### config.mk
export PLATFORM = sky130hd
export DESIGN_NAME = vga_timing_ctrl_flat
export DESIGN_NICKNAME = d
export VERILOG_FILES = /design/src/rtl/vga_timing_ctrl_if.sv /design/src/rtl/vga_timing_ctrl.sv /design/src/flat_wrapper.sv
export SDC_FILE = /design/constraint.sdc
export NUM_CORES = 1
export LEC_CHECK = 0
export CAP_MARGIN = 20
export CORE_MARGIN = 4
export CORE_UTILIZATION = 50
export CTS_CLUSTER_DIAMETER = 150
export DETAILED_ROUTE_END_ITERATION = 6
export PLACE_DENSITY_LB_ADDON = 0.3
export SLEW_MARGIN = 30
export SYNTH_ARGS = -nofsm -noshare
export SYNTH_HDL_FRONTEND = slang
export SYNTH_SLANG_ARGS = --single-unit
### constraint.sdc
create_clock -name clk -period 1.8 [get_ports clk]
set_clock_uncertainty 0.1 [all_clocks]
set_input_delay 0.27 -clock clk [delete_from_list [all_inputs] [get_ports clk]]
set_output_delay 0.27 -clock clk [all_outputs]
set_load 0.03 [all_outputs]
### src/rtl/vga_timing_ctrl_if.sv
// Register bus between a host and the VGA timing controller.
// cs is held until ack; dat_o carries read data only while ack is high.
interface vga_timing_ctrl_if;
    logic        cs;
    logic        we;
    logic [3:0]  adr;
    logic [11:0] dat_i;
    logic [11:0] dat_o;
    logic        ack;

    modport master (output cs, we, adr, dat_i, input dat_o, ack);
    modport slave  (input cs, we, adr, dat_i, output dat_o, ack);
endinterface

### src/rtl/vga_timing_ctrl.sv
// VGA timing register block: 14 shadow words staged by the host and copied into the
// active set on the first end-of-frame after a commit, plus done/vbl interrupts.
module vga_timing_ctrl #(
    parameter int unsigned H_TOTAL = 800,
    parameter int unsigned V_TOTAL = 525
) (
    input  logic                 clk,
    input  logic                 rst_n,
    vga_timing_ctrl_if.slave     bus,
    input  logic                 eof,
    input  logic                 vbl_int,
    output logic [167:0]         tim_o,
    output logic                 irq,
    output logic                 pending
);
    localparam int unsigned DW   = 12;
    localparam int unsigned NREG = 14;
    localparam int unsigned TW   = DW * NREG;
    localparam logic [3:0]  ADR_CTRL = 4'd14;
    localparam logic [3:0]  ADR_STAT = 4'd15;

    typedef enum logic [1:0] {S_IDLE, S_PENDING, S_APPLY} state_t;

    function automatic logic [DW-1:0] f_rst_val(input int unsigned idx);
        logic [DW-1:0] v;
        case (idx)
            0:       v = DW'(H_TOTAL);
            1:       v = DW'(V_TOTAL);
            2:       v = 12'd657;
            3:       v = 12'd753;
            4:       v = 12'd491;
            5:       v = 12'd493;
            6:       v = 12'd641;
            8:       v = 12'd481;
            10:      v = 12'd641;
            12:      v = 12'd481;
            default: v = 12'd1;
        endcase
        return v;
    endfunction

    state_t        r_state;
    state_t        w_state_nxt;
    logic          w_apply;
    logic          r_ack;
    logic [DW-1:0] r_dat_o;
    logic          r_pending;
    logic          r_done;
    logic          r_vbl;
    logic          r_done_ie;
    logic          r_vbl_ie;
    logic          r_irq;
    logic [DW-1:0] r_shadow [NREG];
    logic [DW-1:0] r_active [NREG];

    logic          w_cyc;
    logic          w_wr;
    logic          w_ctrl_wr;
    logic          w_stat_wr;
    logic          w_commit;
    logic          w_abort;
    logic          w_done_nxt;
    logic          w_vbl_nxt;
    logic          w_done_ie_nxt;
    logic          w_vbl_ie_nxt;
    logic          w_irq_nxt;
    logic [DW-1:0] w_rd_data;

    // A bus cycle is accepted on the edge where cs is seen with ack low
    assign w_cyc     = bus.cs & ~r_ack;
    assign w_wr      = w_cyc & bus.we;
    assign w_ctrl_wr = w_wr & (bus.adr == ADR_CTRL);
    assign w_stat_wr = w_wr & (bus.adr == ADR_STAT);
    assign w_commit  = w_ctrl_wr & bus.dat_i[0];
    assign w_abort   = w_ctrl_wr & bus.dat_i[3];

    always_ff @(posedge clk or negedge rst_n) begin
        if (!rst_n) r_state <= S_IDLE;
        else        r_state <= w_state_nxt;
    end

    // Abort outranks both a simultaneous commit and a simultaneous eof
    always_comb begin
        w_state_nxt = r_state;
        w_apply     = 1'b0;
        case (r_state)
            S_IDLE:    if (w_commit && !w_abort) w_state_nxt = S_PENDING;
            S_PENDING: begin
                if (w_abort)  w_state_nxt = S_IDLE;
                else if (eof) w_state_nxt = S_APPLY;
            end
            S_APPLY: begin
                w_apply     = 1'b1;
                w_state_nxt = S_IDLE;
            end
            default:   w_state_nxt = S_IDLE;
        endcase
    end

    // Hardware set wins over a software clear in the same cycle
    always_comb begin
        w_done_nxt    = w_apply | (r_done & ~(w_stat_wr & bus.dat_i[1]));
        w_vbl_nxt     = vbl_int | (r_vbl  & ~(w_stat_wr & bus.dat_i[2]));
        w_done_ie_nxt = w_ctrl_wr ? bus.dat_i[1] : r_done_ie;
        w_vbl_ie_nxt  = w_ctrl_wr ? bus.dat_i[2] : r_vbl_ie;
        w_irq_nxt     = (w_done_nxt & w_done_ie_nxt) | (w_vbl_nxt & w_vbl_ie_nxt);
    end

    always_comb begin
        w_rd_data = '0;
        for (int unsigned i = 0; i < NREG; i++) begin
            if (bus.adr == 4'(i)) w_rd_data = r_shadow[i];
        end
        if (bus.adr == ADR_CTRL) w_rd_data = DW'({r_vbl_ie, r_done_ie, 1'b0});
        if (bus.adr == ADR_STAT) w_rd_data = DW'({r_vbl, r_done, r_pending});
    end

    always_ff @(posedge clk or negedge rst_n) begin
        if (!rst_n) begin
            r_ack     <= 1'b0;
            r_dat_o   <= '0;
            r_pending <= 1'b0;
            r_done    <= 1'b0;
            r_vbl     <= 1'b0;
            r_done_ie <= 1'b0;
            r_vbl_ie  <= 1'b0;
            r_irq     <= 1'b0;
            for (int unsigned i = 0; i < NREG; i++) begin
                r_shadow[i] <= f_rst_val(i);
                r_active[i] <= f_rst_val(i);
            end
        end else begin
            r_ack     <= w_cyc;
            r_dat_o   <= w_cyc ? w_rd_data : '0;
            r_pending <= (w_state_nxt != S_IDLE);
            r_done    <= w_done_nxt;
            r_vbl     <= w_vbl_nxt;
            r_done_ie <= w_done_ie_nxt;
            r_vbl_ie  <= w_vbl_ie_nxt;
            r_irq     <= w_irq_nxt;
            // Apply copies the pre-edge shadow, so a write on the same edge waits for the next commit
            for (int unsigned i = 0; i < NREG; i++) begin
                if (w_wr && (bus.adr == 4'(i))) r_shadow[i] <= bus.dat_i;
                if (w_apply)                    r_active[i] <= r_shadow[i];
            end
        end
    end

    always_comb begin
        tim_o = '0;
        for (int unsigned i = 0; i < NREG; i++) begin
            tim_o[TW-1-DW*i -: DW] = r_active[i];
        end
    end

    assign bus.ack   = r_ack;
    assign bus.dat_o = r_dat_o;
    assign irq       = r_irq;
    assign pending   = r_pending;
endmodule

### src/flat_wrapper.sv
// flat-port wrapper written by rule: the top's interface ports become plain ports
module vga_timing_ctrl_flat 
#(
    parameter int unsigned H_TOTAL = 800,
    parameter int unsigned V_TOTAL = 525
)
  (clk, rst_n, eof, vbl_int, tim_o, irq, pending, bus_cs, bus_we, bus_adr, bus_dat_i, bus_dat_o, bus_ack);
  vga_timing_ctrl_if bus_i ();
  input  logic clk;
  input  logic rst_n;
  input  logic eof;
  input  logic vbl_int;
  output logic [167:0] tim_o;
  output logic irq;
  output logic pending;
  input wire logic [$bits(bus_i.cs)-1:0] bus_cs;
  input wire logic [$bits(bus_i.we)-1:0] bus_we;
  input wire logic [$bits(bus_i.adr)-1:0] bus_adr;
  input wire logic [$bits(bus_i.dat_i)-1:0] bus_dat_i;
  output wire logic [$bits(bus_i.dat_o)-1:0] bus_dat_o;
  output wire logic [$bits(bus_i.ack)-1:0] bus_ack;
  assign bus_i.cs = bus_cs;
  assign bus_i.we = bus_we;
  assign bus_i.adr = bus_adr;
  assign bus_i.dat_i = bus_dat_i;
  assign bus_dat_o = bus_i.dat_o;
  assign bus_ack = bus_i.ack;
  vga_timing_ctrl #(.H_TOTAL(H_TOTAL), .V_TOTAL(V_TOTAL)) u_core (.clk(clk), .rst_n(rst_n), .bus(bus_i), .eof(eof), .vbl_int(vbl_int), .tim_o(tim_o), .irq(irq), .pending(pending));
endmodule
; Word level (Yosys, flattened, before mapping)
; Cells that the tools add are included.
[totals]
latch_bits = 0
ff_bits = 357
mem_bits_rw = 0
mem_bits_ro = 0
n_memories = 0
output_inout_bits = 183
[op_classes]
magnitude_cmp = 0
mux = 24
bitwise_logic = 18
n_eq_ne = 17
n_shift = 0
n_reduce_logical = 19
n_mul = 0
add_sub_neg = 0
div = 0
[ops]
columns = op, count
row1 = 12-bit 2-to-1 mux, 17
row2 = "4-bit == test, second input constant", 8
row3 = "4-bit by 3-bit == test with 1-bit output, second input constant", 4
row4 = 1-bit logical AND, 15
row5 = 1-bit AND, 12
row6 = "4-bit by 2-bit == test with 1-bit output, second input constant", 2
row7 = 2-bit 2-to-1 mux, 3
row8 = "4-bit by 1-bit == test with 1-bit output, second input constant", 1
row9 = 4-bit zero test, 1
row10 = 2-bit case mux with 2 select lines, 1
row11 = 1-bit 2-to-1 mux, 3
row12 = 1-bit NOT, 3
row13 = 1-bit OR, 3
row14 = "2-bit by 1-bit == test with 1-bit output, second input constant", 1
row15 = "2-bit == test, second input constant", 1
row16 = 2-bit zero test, 1
row17 = 2-bit nonzero test, 1
row18 = 1-bit zero test, 1

; Depth between registers and ports, before layout
; Gate-level depths: netlist of the first run.
[logic_depth]
ltp_word = 18
depth_mapped = 9
depth_no_buf = 6

; Worst setup path after synthesis of the first run
; OpenSTA, ideal clock, no wires.
[synth_path]
path_kind = register -> register
start = register u_core.r_ack (netlist: u_core.bus.ack)
end = register u_core.r_irq (netlist: u_core.irq)
t_arrival_ns = 1.832
setup_slack_ns = -0.258
setup_ns = 0.125
path_stages_with_launch = 5
path_cell_list = dfrtp_1 nand3b_1 nor3_2 mux2_2 a2bb2o_1
[synth_via]
word_cells_on_any_way = 18
cone_classes = mux: 2 / bitwise: 16
[synth_lines]
columns = item, line_no
row1 = "start, declared", vga_timing_ctrl.sv:45  ; logic r_ack;
row2 = "start signal, assigned", vga_timing_ctrl.sv:133  ; r_ack <= w_cyc;
row3 = 1-bit NOT, vga_timing_ctrl.sv:70  ; assign w_cyc = bus.cs & ~r_ack;
row4 = 1-bit AND, vga_timing_ctrl.sv:70
row5 = 1-bit AND, vga_timing_ctrl.sv:71  ; assign w_wr = w_cyc & bus.we;
row6 = 1-bit AND, vga_timing_ctrl.sv:72  ; assign w_ctrl_wr = w_wr & (bus.adr == ADR_CTRL);
row7 = 1-bit 2-to-1 mux, vga_timing_ctrl.sv:105  ; w_vbl_ie_nxt = w_ctrl_wr ? bus.dat_i[2] : r_vbl_ie;
row8 = named net u_core.w_vbl_ie_nxt, vga_timing_ctrl.sv:65  ; logic w_vbl_ie_nxt;
row9 = 1-bit AND, vga_timing_ctrl.sv:106  ; w_irq_nxt = (w_done_nxt & w_done_ie_nxt) | (w_vbl_nxt & w_vbl_ie_nxt);
row10 = 1-bit OR, vga_timing_ctrl.sv:106
row11 = named net u_core.w_irq_nxt, vga_timing_ctrl.sv:66  ; logic w_irq_nxt;
row12 = "end signal, assigned", vga_timing_ctrl.sv:140  ; r_irq <= w_irq_nxt;
row13 = "end, declared", vga_timing_ctrl.sv:52  ; logic r_irq;
; The timed path passes the listed nets, and every way through them passes these cells.
; A chain may end at the register's enable or synchronous reset.

; Worst setup path after layout of the first run
; Same ends and word-level chain as after synthesis.

==> out/summary.json, run 1 <==
{
  "status": "finished with violations",
  "violations_in_the_final_reports": "negative setup slack",
  "p_leak_nw": 9.99,
  "drt-initial-drc-count": 859,
  "place.port_buffers": 204,
  "placement.setup.worst_slack_ns": -0.689,
  "antenna_found_initial": 1,
  "hold-worst-slack_ns": 0.236,
  "async_reset_ff_frac": 1.00,
  "totalPowerFinal_mw": 21.7,
  "syn_nets": 1082,
  "die-height_um": 182,
  "total_overflow_reported_by_the_global_router": 0,
  "crit_type": "register to register",
  "detail_route.wirelength_mm": 45.6,
  "maximum_number_of_pins_on_one_net_before_global_route_repair": 68,
  "netlist_area_um2": 15200,
  "synth-seq-cells": 357,
  "drt.antenna.violating_nets": 0,
  "clock_tree.buffer_depth": 3,
  "maximum_net_fanout_on_the_critical_path": 3,
  "fillCellCount": 2214,
  "netlist.top_cell.by_area": "sky130_fd_sc_hd__dfrtp_1",
  "layout.nets": 1417,
  "post-route-cell-area_um2": 20200,
  "seq_area_frac_synth": 0.598,
  "cts_inserted_buffers": 38,
  "ioPinCount": 205,
  "remaining_drc_errors": 0,
  "postSynthAreaPerCell_um2": 14.3,
  "layout_min_cycle_time_ns": 1.92,
  "worst-endpoint-required_ns": 2.10,
  "synth_warnings": 0,
  "postSynthCellCount": 1060,
  "relSlewSlack": 0.583,
  "drt-wirelength-per-cell_um": 25.1,
  "startpoint_type": "register",
  "avgViaCountPerCell": 5.74,
  "multi_input_area_um2": 5900,
  "grt_pass1_vias": 10900,
  "die_width_um": 182,
  "gp_congestion": 0.944,
  "maxSlewViolCount": 0,
  "setup.worst_path.end_class": "register",
  "numClockSinks": 357,
  "synth_top_area_frac": 0.421,
  "netlist-cell-type-count": 60,
  "dr.pass1.iters": 5,
  "dpl-instance-area_um2": 19000,
  "h-tree-depth": 2,
  "floorplan_core_area_um2": 29800,
  "source_to_sink_clock_delay_at_the_later_pin_of_the_worst_skew_pair_ns": 0.52,
  "slowest_delay_ns": 0.42,
  "path_cells": "nand3b_1, buf_4, nor3_4, mux2_4, a2bb2o_2",
  "ctsRootBufferMaster": "sky130_fd_sc_hd__clkbuf_16",
  "first_pass_grt_wire_length_mm": 69.3,
  "unrepaired_setup_endpoints_after_global_routing": "true",
  "cp_data_arrival_time_ns": 2.21,
  "drive_gt1_frac": 0.504,
  "detailroute.via_count": 10400,
  "cts.reportedPaths.clkPinSlew_ns": 0.07,
  "row_cnt": 63,
  "max_cap_viol_count": 0,
  "layout-area-overhead-vs-synth_pct": 33.2,
  "synth_top_flop_cell": "sky130_fd_sc_hd__dfrtp_1",
  "dieArea_um2": 33200,
  "tightestPinTransition_ns": 0.624,
  "clock_tree_from_tritoncts": "done",
  "synth_enable_flop_cells": 0,
  "timing.hold.worst.class": "input pin to asynchronous set/reset pin",
  "global_route.usage.total": 0.274,
  "yosys-top-cells-area": "sky130_fd_sc_hd__dfrtp_1, sky130_fd_sc_hd__mux2_2, sky130_fd_sc_hd__dfstp_2",
  "effective_utilization_at_floorplan": 0.509,
  "fmaxAchievable_ghz": 0.522,
  "vdd_ir_drop_max_mv": 0.722,
  "powerDensity_nw_per_um2": 1080,
  "detailed_place_hpwl_mm": 32.8,
  "setup_violations": 50,
  "area.sequential_um2": 9060,
  "cpMaxStageDelayCell": "sky130_fd_sc_hd__dfrtp_2",
  "crit_family": "simple AND/OR/NAND/NOR gates",
  "timing.final.crit_share": 1.06,
  "path_buf_inv": 1,
  "hold_viol_final": 0,
  "setup_slack_ns": -0.115
}
final timing paths:
path / start / end / slack, ns / cells past startpoint
worst max-delay path: u_core.bus.ack / u_core.irq / -0.12 / 5
worst min-delay path: rst_n / u_core.tim_o[138] / 0.24 / 2
worst max register to register: u_core.bus.ack / u_core.irq / -0.12 / 5
worst min register to register: u_core.tim_o[138] / u_core.tim_o[138] / 0.40 / 1
max in group asynchronous: rst_n / u_core.tim_o[67] / 0.63 / 3
min in group clk: vbl_int / u_core.r_vbl / 0.27 / 2
state kept, by name, summed over array words and instances, names as in the netlist:
name              cells
u_core.bus.ack        1
u_core.bus.dat_o     12
u_core.irq            1
u_core.pending        1
u_core.r_done         1
u_core.r_done_ie      1
u_core.r_shadow     168
u_core.r_state        2
u_core.r_vbl          1
u_core.r_vbl_ie       1
u_core.tim_o        168
stage by stage:
step / util / setup TNS, ns / std cells
2_1_floorplan: - / -2.69 / 1060
3_3_place_gp: 0.636 / -88.76 / 1740
3_5_place_dp: 0.636 / -90.42 / 1740
4_1_cts: 0.679 / -0.769 / 1814
5_1_grt: 0.678 / -5.15 / 1815
6_report: 0.678 / -2.01 / 1817
layout by cell type, fill, tap and decap left out, types with 7 or more instances in the layout:
master                            synthesis  routed
sky130_fd_sc_hd__mux2i_1                 26      25
sky130_fd_sc_hd__dlygate4sd2_1            0     133
sky130_fd_sc_hd__mux2_2                 303     290
sky130_fd_sc_hd__clkdlybuf4s15_2          0      16
sky130_fd_sc_hd__clkbuf_2                 0      26
sky130_fd_sc_hd__mux2_1                  47      44
sky130_fd_sc_hd__nand3_1                 17      15
sky130_fd_sc_hd__mux2_4                   0      16
sky130_fd_sc_hd__clkdlybuf4s50_1          0      17
sky130_fd_sc_hd__buf_12                   0      29
sky130_fd_sc_hd__nor2_1                  27      19
sky130_fd_sc_hd__clkdlybuf4s15_1          0      10
sky130_fd_sc_hd__nor2_2                   3       7
sky130_fd_sc_hd__clkbuf_16                0      41
sky130_fd_sc_hd__clkinv_2                 0       7
sky130_fd_sc_hd__clkbuf_1                18      10
sky130_fd_sc_hd__clkbuf_8                 0       7
sky130_fd_sc_hd__o21ai_0                 27      26
sky130_fd_sc_hd__a21oi_1                 32      30
sky130_fd_sc_hd__dfrtp_1                255     254
sky130_fd_sc_hd__buf_4                    8     129
sky130_fd_sc_hd__nand2_1                 33      31
sky130_fd_sc_hd__o22ai_1                  9       8
sky130_fd_sc_hd__dfstp_2                102     102
area by class of cell:
cell class                 instances  share of cell area
clock buffer                      58              0.0574
sequential                       357               0.449
tap                              390              0.0242
clock inverter                    12             0.00806
inverter                           7             0.00143
multi-input combinational        623               0.292
timing repair buffer             368               0.167
antenna                            2            0.000248
report_power, final:
group | leakage, nW | internal [mW] | switching (mW)
registers | 4.48 | 9.21 | 0.914
logic | 4.86 | 1.60 | 1.86
clock network | 0.651 | 5.03 | 3.11
total | 9.99 | 15.8 | 5.89
metal layers:
| layer | vias up | global-route usage | routed length [um] |
|---|---|---|---|
| met5 | - | 0 | 15 |
| met4 | 2 | 0.0711 | 1250 |
| met3 | 92 | 0.0472 | 2530 |
| met2 | 402 | 0.444 | 21700 |
| met1 | 5422 | 0.388 | 20100 |
| li1 | 4517 | - | - |
worst reg2reg max path, stage by stage, from the launching register on:
cell	delay (ns)
sky130_fd_sc_hd__dfrtp_2	0.42
sky130_fd_sc_hd__nand3b_1	0.24
sky130_fd_sc_hd__buf_4	0.21
sky130_fd_sc_hd__nor3_4	0.22
sky130_fd_sc_hd__mux2_4	0.34
sky130_fd_sc_hd__a2bb2o_2	0.26
logic make-up (layout without fill, tap and decap cells):
family | Yosys count | after routing | share of synthesized area
compound gates | 132 | 132 | 0.0569
buf+inv | 80 | 445 | 0.0277
flops | 357 | 357 | 0.598
mux | 379 | 379 | 0.282
other cells | 0 | 2 | 0
simple gates | 112 | 112 | 0.0362
cell usage after synthesis, drive strengths merged, types with 3 or more instances:
library cell and number:
nand3 17, o311ai 3, mux2 350, nand3b 3
mux2i 26, a22oi 6, o21ai 32, nor2b 5
o22ai 9, o21a 4, a211oi 6, nor2 30
buf 55, a21oi 32, mux4 3, nor3 5
inv 7, o211ai 3, nand2 33, a21boi 3
clkbuf 18, dfstp 102, a221oi 6, a31oi 5
dfrtp 255, and2 4, nand2b 7
timing repair:
item                                   in CTS  in global routing
resized for setup                         267                 48
gates cloned                                0                  0
pin swaps                                   3                  4
endpoints found under the hold margin      35                  0
setup buffers                               3                  2
setup endpoints to repair                 316                115
hold buffers                                1                  0
(Power assumes the default switching activity.)
==> run 2: changes to the inputs <==
Settings changed: GPL_ROUTABILITY_DRIVEN from default to 0.
==> out/summary.json, run 2 (synthesis gave the netlist of run 1 again) <==
{
  "status": "finished with violations",
  "violations_in_the_final_reports": "negative setup slack",
  "worst-endpoint-required": {"value": 2.11, "unit": "ns", "change": "about the same"},
  "finish.cell_count_without_fillers": {"value": 1811, "change": "-0.33%"},
  "ctsRootBufferMaster": "sky130_fd_sc_hd__clkbuf_16",
  "drt.antenna.violating_nets": {"value": 0, "change": "unchanged"},
  "first_pass_grt_wire_length": {"value": 67.2, "unit": "mm", "change": "-3.1%"},
  "crit_family": "compound AO/OA/AOI/OAI gates",
  "layout_commonest_cell": "sky130_fd_sc_hd__mux2_2",
  "relSlewSlack": {"value": 0.466, "change": "-0.117"},
  "maximum_number_of_pins_on_one_net_before_global_route_repair": {"value": 62, "change": "-8.8%"},
  "maximum_net_fanout_on_the_critical_path": {"value": 3, "change": "unchanged"},
  "clock_tree_from_tritoncts": "done",
  "cts_inserted_buffers": {"value": 37, "change": "-2.6%"},
  "place.detailed.instances": {"value": 1732, "change": "-0.46%"},
  "max_cap_viol_count": {"value": 0, "change": "unchanged"},
  "tightestPinTransition": {"value": 0.792, "unit": "ns", "change": "+0.168 ns"},
  "maxSlewViolCount": {"value": 0, "change": "unchanged"},
  "place.port_buffers": {"value": 204, "change": "unchanged"},
  "floorplan_core_area": {"value": 29800, "unit": "um^2", "change": "unchanged"},
  "drt-initial-drc-count": {"value": 1039, "change": "+21%"},
  "fillCellCount": {"value": 2134, "change": "-3.6%"},
  "post-route-cell-area": {"value": 20100, "unit": "um^2", "change": "-0.57%"},
  "path_buf_inv": {"value": 0, "change": "-1"},
  "timing.critical_path.to": "u_core.bus.dat_o[8]",
  "path_cells": "mux2_4, a221o_1, a222oi_1, o21ai_2, a21o_1",
  "timing.hold.worst.class": "input pin to asynchronous set/reset pin",
  "layout.nets": {"value": 1414, "change": "-0.21%"},
  "remaining_drc_errors": {"value": 0, "change": "unchanged"},
  "layout_min_cycle_time": {"value": 1.86, "unit": "ns", "change": "-0.0600 ns"},
  "vdd_ir_drop_max": {"value": 0.641, "unit": "mV", "change": "-11%"},
  "mostFrequentLayoutCells": "sky130_fd_sc_hd__mux2_2, sky130_fd_sc_hd__dfrtp_1, sky130_fd_sc_hd__dlygate4sd2_1, sky130_fd_sc_hd__buf_4, sky130_fd_sc_hd__dfstp_2",
  "dr.pass1.iters": {"value": 5, "change": "unchanged"},
  "cp_num_cells": {"value": 5, "change": "unchanged"},
  "detail_route.wirelength": {"value": 44.5, "unit": "mm", "change": "-2.4%"},
  "clock_tree.buffer_depth": {"value": 3, "change": "unchanged"},
  "h-tree-depth": {"value": 2, "change": "unchanged"},
  "detailed_place_hpwl": {"value": 31.4, "unit": "mm", "change": "-4.1%"},
  "crit-reg2reg-launch": "u_core.r_shadow[164]",
  "drt-wirelength-per-cell": {"value": 24.6, "unit": "um", "change": "-2.1%"},
  "timing.final.crit_share": {"value": 1.03, "change": "-0.0333"},
  "numClockSinks": {"value": 357, "change": "unchanged"},
  "setup.worst_path.end_class": "register",
  "r2r-end": "u_core.bus.dat_o[8]",
  "global_route.usage.total": {"value": 0.264, "change": "-0.0101"},
  "antennaDiodeCount": {"value": 0, "change": "-2"},
  "p_leak": {"value": 9.94, "unit": "nW", "change": "-0.56%"},
  "setup.reg_to_reg.worst_slack": {"value": -0.06, "unit": "ns", "change": "+0.06 ns"},
  "setup_violations": {"value": 9, "change": "-82%"},
  "fmaxAchievable": {"value": 0.539, "unit": "GHz", "change": "+3.2%"},
  "worstRegToRegCells": {"value": 5, "change": "unchanged"},
  "crit_type": "register to register",
  "row_cnt": {"value": 63, "change": "unchanged"},
  "unrepaired_setup_endpoints_after_global_routing": "true",
  "slowest_delay": {"value": 0.38, "unit": "ns", "change": "-0.04 ns"},
  "effective_utilization_at_floorplan": {"value": 0.509, "change": "unchanged"},
  "setup_slack": {"value": -0.0551, "unit": "ns", "change": "+0.0600 ns"},
  "die_width": {"value": 182, "unit": "um", "change": "unchanged"},
  "detailroute.via_count": {"value": 10700, "change": "+2.3%"},
  "antenna_found_initial": {"value": 2, "change": "+1"},
  "ioPinCount": {"value": 205, "change": "unchanged"},
  "powerDensity": {"value": 1070, "unit": "nW/um^2", "change": "-0.48%"},
  "startpoint_type": "register",
  "grt_pass1_vias": {"value": 11000, "change": "+1.2%"},
  "total_overflow_reported_by_the_global_router": {"value": 0, "change": "unchanged"},
  "drive_gt1_frac": {"value": 0.506, "change": "+0.00212"},
  "final_util": {"value": 0.674, "change": "-0.00386"},
  "cts.reportedPaths.clkPinSlew": {"value": 0.06, "unit": "ns", "change": "about the same"},
  "source_to_sink_clock_delay_at_the_later_pin_of_the_worst_skew_pair": {"value": 0.52, "unit": "ns", "change": "about the same"},
  "setup_total_negative_slack": {"value": -0.219, "unit": "ns", "change": "+1.80 ns"},
  "die-height": {"value": 182, "unit": "um", "change": "unchanged"},
  "avgViaCountPerCell": {"value": 5.90, "change": "+2.6%"},
  "startpoint_of_the_worst_setup_timing_path": "u_core.r_shadow[164]",
  "cp_data_arrival_time": {"value": 2.16, "unit": "ns", "change": "-0.05 ns"},
  "layout-area-overhead-vs-synth_pct": 32.4,
  "hold_viol_final": {"value": 0, "change": "unchanged"},
  "dpl-instance-area": {"value": 18800, "unit": "um^2", "change": "-0.65%"},
  "cpMaxStageDelayCell": "sky130_fd_sc_hd__dfstp_2",
  "dieArea": {"value": 33200, "unit": "um^2", "change": "unchanged"}
}
## run 2: cell count changes in the layout (fill, tap and decap cells not counted), sizes merged
cell           previous run  this run
buf                     165       162
clkbuf                   84        81
diode                     2         0
bufbuf                    0         1
clkdlybuf4s50            17        16
clkinvlp                  1         2
inv                       7         8
## run 2: cell type report
| cell class | count | area [um^2] | area share |
|---|---|---|---|
| inverter | 7 | 28.8 | 0.00143 |
| timing repair buffer | 366 | 3350 | 0.167 |
| clock inverter | 14 | 179 | 0.00891 |
| sequential | 357 | 9060 | 0.451 |
| multi-input combinational | 623 | 5860 | 0.292 |
| tap | 390 | 488 | 0.0243 |
| clock buffer | 54 | 1100 | 0.0549 |
## run 2: layer usage
layer  global-route usage  wire length [um]  part of all wire  vias to the layer above
met5                    0                13           0.00029                        -
met2                0.408             20300              0.46                      574
met4               0.0892              1730             0.039                        2
li1                     -                 -                 -                     4504
met3               0.0546              3800             0.085                      116
met1                0.376             18700              0.42                     5480
## run 2: worst min-delay path by stage
stage / endpoint / cells after the start / startpoint
4_1_cts: u_core.tim_o[152] / 2 / rst_n
6_report: u_core.tim_o[152] / 2 / rst_n
3_5_place_dp: u_core.tim_o[152] / 1 / rst_n
3_3_place_gp: u_core.tim_o[152] / 1 / rst_n
2_1_floorplan: u_core.bus.ack / 0 / rst_n
5_1_grt: u_core.tim_o[150] / 2 / rst_n
## run 2: power by group
| group | leakage (nW) | internal [mW] | switching [mW] |
|---|---|---|---|
| clock | 0.629 | 4.84 | 3.13 |
| combinational | 4.82 | 1.56 | 1.83 |
| sequential | 4.48 | 9.21 | 0.930 |
## run 2: metrics by stage
| step | setup WS, ns | hold WS (ns) | power, mW |
|---|---|---|---|
| finish | -0.0551 | 0.191 | 21.5 |
| global route | -0.0798 | 0.216 | 22.2 |
| CTS | -0.0512 | 0.203 | 21.6 |
| detailed placement | -0.735 | 0.154 | 13.8 |
| global placement | -0.721 | 0.154 | 13.7 |
| floorplan | -0.111 | -0.126 | 11.8 |
## run 2: what timing repair did
item | CTS | global route
gates resized for setup | 279 | 41
endpoints found under the setup margin | 282 | 90
endpoints found under the hold margin | 42 | 0
buffers inserted | 5 | 3
cloned | 1 | 1
pin swaps | 3 | 0
hold buffers | 1 | 0
==> run 3: changes to the inputs <==
Settings changed: CORE_UTILIZATION 50 to 55, PLACE_DENSITY from default to 0.8, PLACE_DENSITY_LB_ADDON 0.3 to default.
Clock period 1.8 ns to 2.4 ns, I/O delays scaled along.
==> out/summary.json, run 3 (synthesis gave the netlist of run 1 again) <==
{
  "antennaDiodeCount": {"value": 0, "change": "unchanged"},
  "setup_violations": {"value": 0, "change": "-9"},
  "relSlewSlack": {"value": 0.463, "change": "-0.00246"},
  "crit_type": "register to output port",
  "slowest_delay": {"value": 0.68, "unit": "ns", "change": "+0.30 ns"},
  "avgViaCountPerCell": {"value": 6.17, "change": "+4.6%"},
  "cp_data_arrival_time": {"value": 1.74, "unit": "ns", "change": "-0.42 ns"},
  "drive_gt1_frac": {"value": 0.418, "change": "-0.0878"},
  "fmaxAchievable_ghz": 0.455,
  "drt-wirelength-per-cell": {"value": 25.3, "unit": "um", "change": "+3.0%"},
  "crit_family": "buffers and inverters",
  "powerDensity": {"value": 820, "unit": "nW/um^2", "change": "-23%"},
  "status": "completed",
  "max_cap_viol_count": {"value": 0, "change": "unchanged"},
  "path_cells": "clkdlybuf4s50_1",
  "cts.reportedPaths.clkPinSlew": {"value": 0.06, "unit": "ns", "change": "about the same"},
  "vdd_ir_drop_max": {"value": 0.547, "unit": "mV", "change": "-15%"},
  "layout_commonest_cell": "sky130_fd_sc_hd__mux2_2",
  "remaining_drc_errors": {"value": 0, "change": "unchanged"},
  "h-tree-depth": {"value": 2, "change": "unchanged"},
  "tightestPinTransition": {"value": 0.803, "unit": "ns", "change": "+0.0112 ns"},
  "numClockSinks": {"value": 357, "change": "unchanged"},
  "hold_viol_final": {"value": 0, "change": "unchanged"},
  "timing.hold.worst.class": "input pin to asynchronous set/reset pin",
  "cpMaxStageDelayCell": "sky130_fd_sc_hd__clkdlybuf4s50_1",
  "path_buf_inv": {"value": 1, "change": "+1"},
  "ioPinCount": {"value": 205, "change": "unchanged"},
  "source_to_sink_clock_delay_at_the_later_pin_of_the_worst_skew_pair": {"value": 0.51, "unit": "ns", "change": "about the same"},
  "total_overflow_reported_by_the_global_router": {"value": 0, "change": "unchanged"},
  "ctsRootBufferMaster": "sky130_fd_sc_hd__clkbuf_16",
  "dr.pass1.iters": {"value": 6, "change": "+1"},
  "worstRegToRegCells": {"value": 4, "change": "-1"},
  "row_cnt": {"value": 60, "change": "-4.8%"},
  "startpoint_type": "register",
  "layout_min_cycle_time_ns": 2.20,
  "maximum_net_fanout_on_the_critical_path": {"value": 2, "change": "-1"},
  "mostFrequentLayoutCells": "sky130_fd_sc_hd__mux2_2, sky130_fd_sc_hd__dfrtp_1, sky130_fd_sc_hd__clkdlybuf4s50_1, sky130_fd_sc_hd__dfstp_2, sky130_fd_sc_hd__buf_4",
  "layout.nets": {"value": 1341, "change": "-5.2%"},
  "fillCellCount": {"value": 1787, "change": "-16%"},
  "maxSlewViolCount": {"value": 0, "change": "unchanged"},
  "p_leak": {"value": 8.78, "unit": "nW", "change": "-12%"},
  "detail_route.wirelength": {"value": 42.6, "unit": "mm", "change": "-4.2%"},
  "first_pass_grt_wire_length": {"value": 65.8, "unit": "mm", "change": "-2.1%"},
  "clock_tree_from_tritoncts": "done",
  "setup_total_negative_slack": {"value": 0, "unit": "ns", "change": "+0.219 ns"},
  "final_util": {"value": 0.716, "change": "+0.0417"},
  "detailroute.via_count": {"value": 10400, "change": "-2.7%"},
  "drt.antenna.violating_nets": {"value": 0, "change": "unchanged"},
  "totalPowerFinal": {"value": 15.9, "unit": "mW", "change": "-26%"},
  "die-height": {"value": 174, "unit": "um", "change": "-4.4%"},
  "grt_pass1_vias": {"value": 10900, "change": "-0.51%"},
  "layout-area-overhead-vs-synth_pct": 27.5,
  "maximum_number_of_pins_on_one_net_before_global_route_repair": {"value": 77, "change": "+24%"},
  "clock_tree.buffer_depth": {"value": 3, "change": "unchanged"},
  "effective_utilization_at_floorplan": {"value": 0.561, "change": "+0.0522"},
  "place.port_buffers": {"value": 204, "change": "unchanged"},
  "cp_num_cells": {"value": 1, "change": "-4"},
  "dpl-instance-area": {"value": 18100, "unit": "um^2", "change": "-3.8%"},
  "global_route.usage.total": {"value": 0.280, "change": "+0.0158"},
  "dieArea": {"value": 30300, "unit": "um^2", "change": "-8.7%"},
  "hold-worst-slack": {"value": 0.262, "unit": "ns", "change": "+0.0709 ns"},
  "antenna_found_initial": {"value": 1, "change": "-1"},
  "timing.final.crit_share": 0.915,
  "worst-endpoint-required": {"value": 1.94, "unit": "ns", "change": "-0.17 ns"},
  "setup.worst_path.end_class": "output port",
  "drt-initial-drc-count": {"value": 1099, "change": "+5.8%"},
  "post-route-cell-area": {"value": 19300, "unit": "um^2", "change": "-3.7%"},
  "cts_inserted_buffers": {"value": 36, "change": "-2.7%"},
  "detailed_place_hpwl": {"value": 29.8, "unit": "mm", "change": "-5.3%"},
  "die_width": {"value": 174, "unit": "um", "change": "-4.4%"},
  "floorplan_core_area": {"value": 27000, "unit": "um^2", "change": "-9.3%"},
  "unrepaired_setup_endpoints_after_global_routing": "false"
}
## run 3: cell type report
class                           instances  area (um^2)  share of cell area
Timing Repair Buffer                  294         2930               0.152
Inverter                                7         26.3             0.00136
Tap cell                              341          427              0.0221
Multi-Input combinational cell        623         5690               0.294
Sequential cell                       357         9060               0.469
Clock inverter                         11          189             0.00977
Clock buffer                           52         1010              0.0523
## run 3: what timing repair did
item	in CTS	in global routing
hold buffers	1	0
setup buffers	0	0
gates resized for setup	0	0
hold endpoints to repair	41	0
## run 3: routing by layer
| metal | part of all wire | wire, um | track usage | up-vias |
|---|---|---|---|---|
| li1 | - | - | - | 4343 |
| met2 | 0.47 | 19900 | 0.443 | 571 |
| met5 | 0.00031 | 13 | 0 | - |
| met1 | 0.41 | 17300 | 0.376 | 5318 |
| met3 | 0.081 | 3460 | 0.0655 | 156 |
| met4 | 0.047 | 2010 | 0.116 | 2 |
## run 3: report_power, final
group	total, mW	switching (mW)	internal (mW)
Clock	5.75	2.28	3.48
Sequential	7.60	0.697	6.91
Combinational	2.51	1.33	1.18
Total	15.9	4.30	11.6
## run 3: metrics by stage
stage | cells | worst slack (ns)
after floorplan | 1060 | 0.342
after global placement | 1621 | -0.167
after detailed placement | 1621 | -0.161
after CTS | 1685 | 0.191
after global routing | 1685 | 0.160
final | 1685 | 0.204
## run 3: worst paths after layout
kind	from	slack, ns	endpoint
setup / recovery	u_core.tim_o[146]	0.20	tim_o[146]
hold / removal	rst_n	0.26	u_core.tim_o[137]
setup reg to reg	u_core.bus.ack	0.40	u_core.r_shadow[130]
hold reg to reg	u_core.tim_o[150]	0.40	u_core.tim_o[150]
max in group asynchronous	rst_n	1.17	u_core.tim_o[72]
min in group clk	vbl_int	0.39	u_core.r_vbl
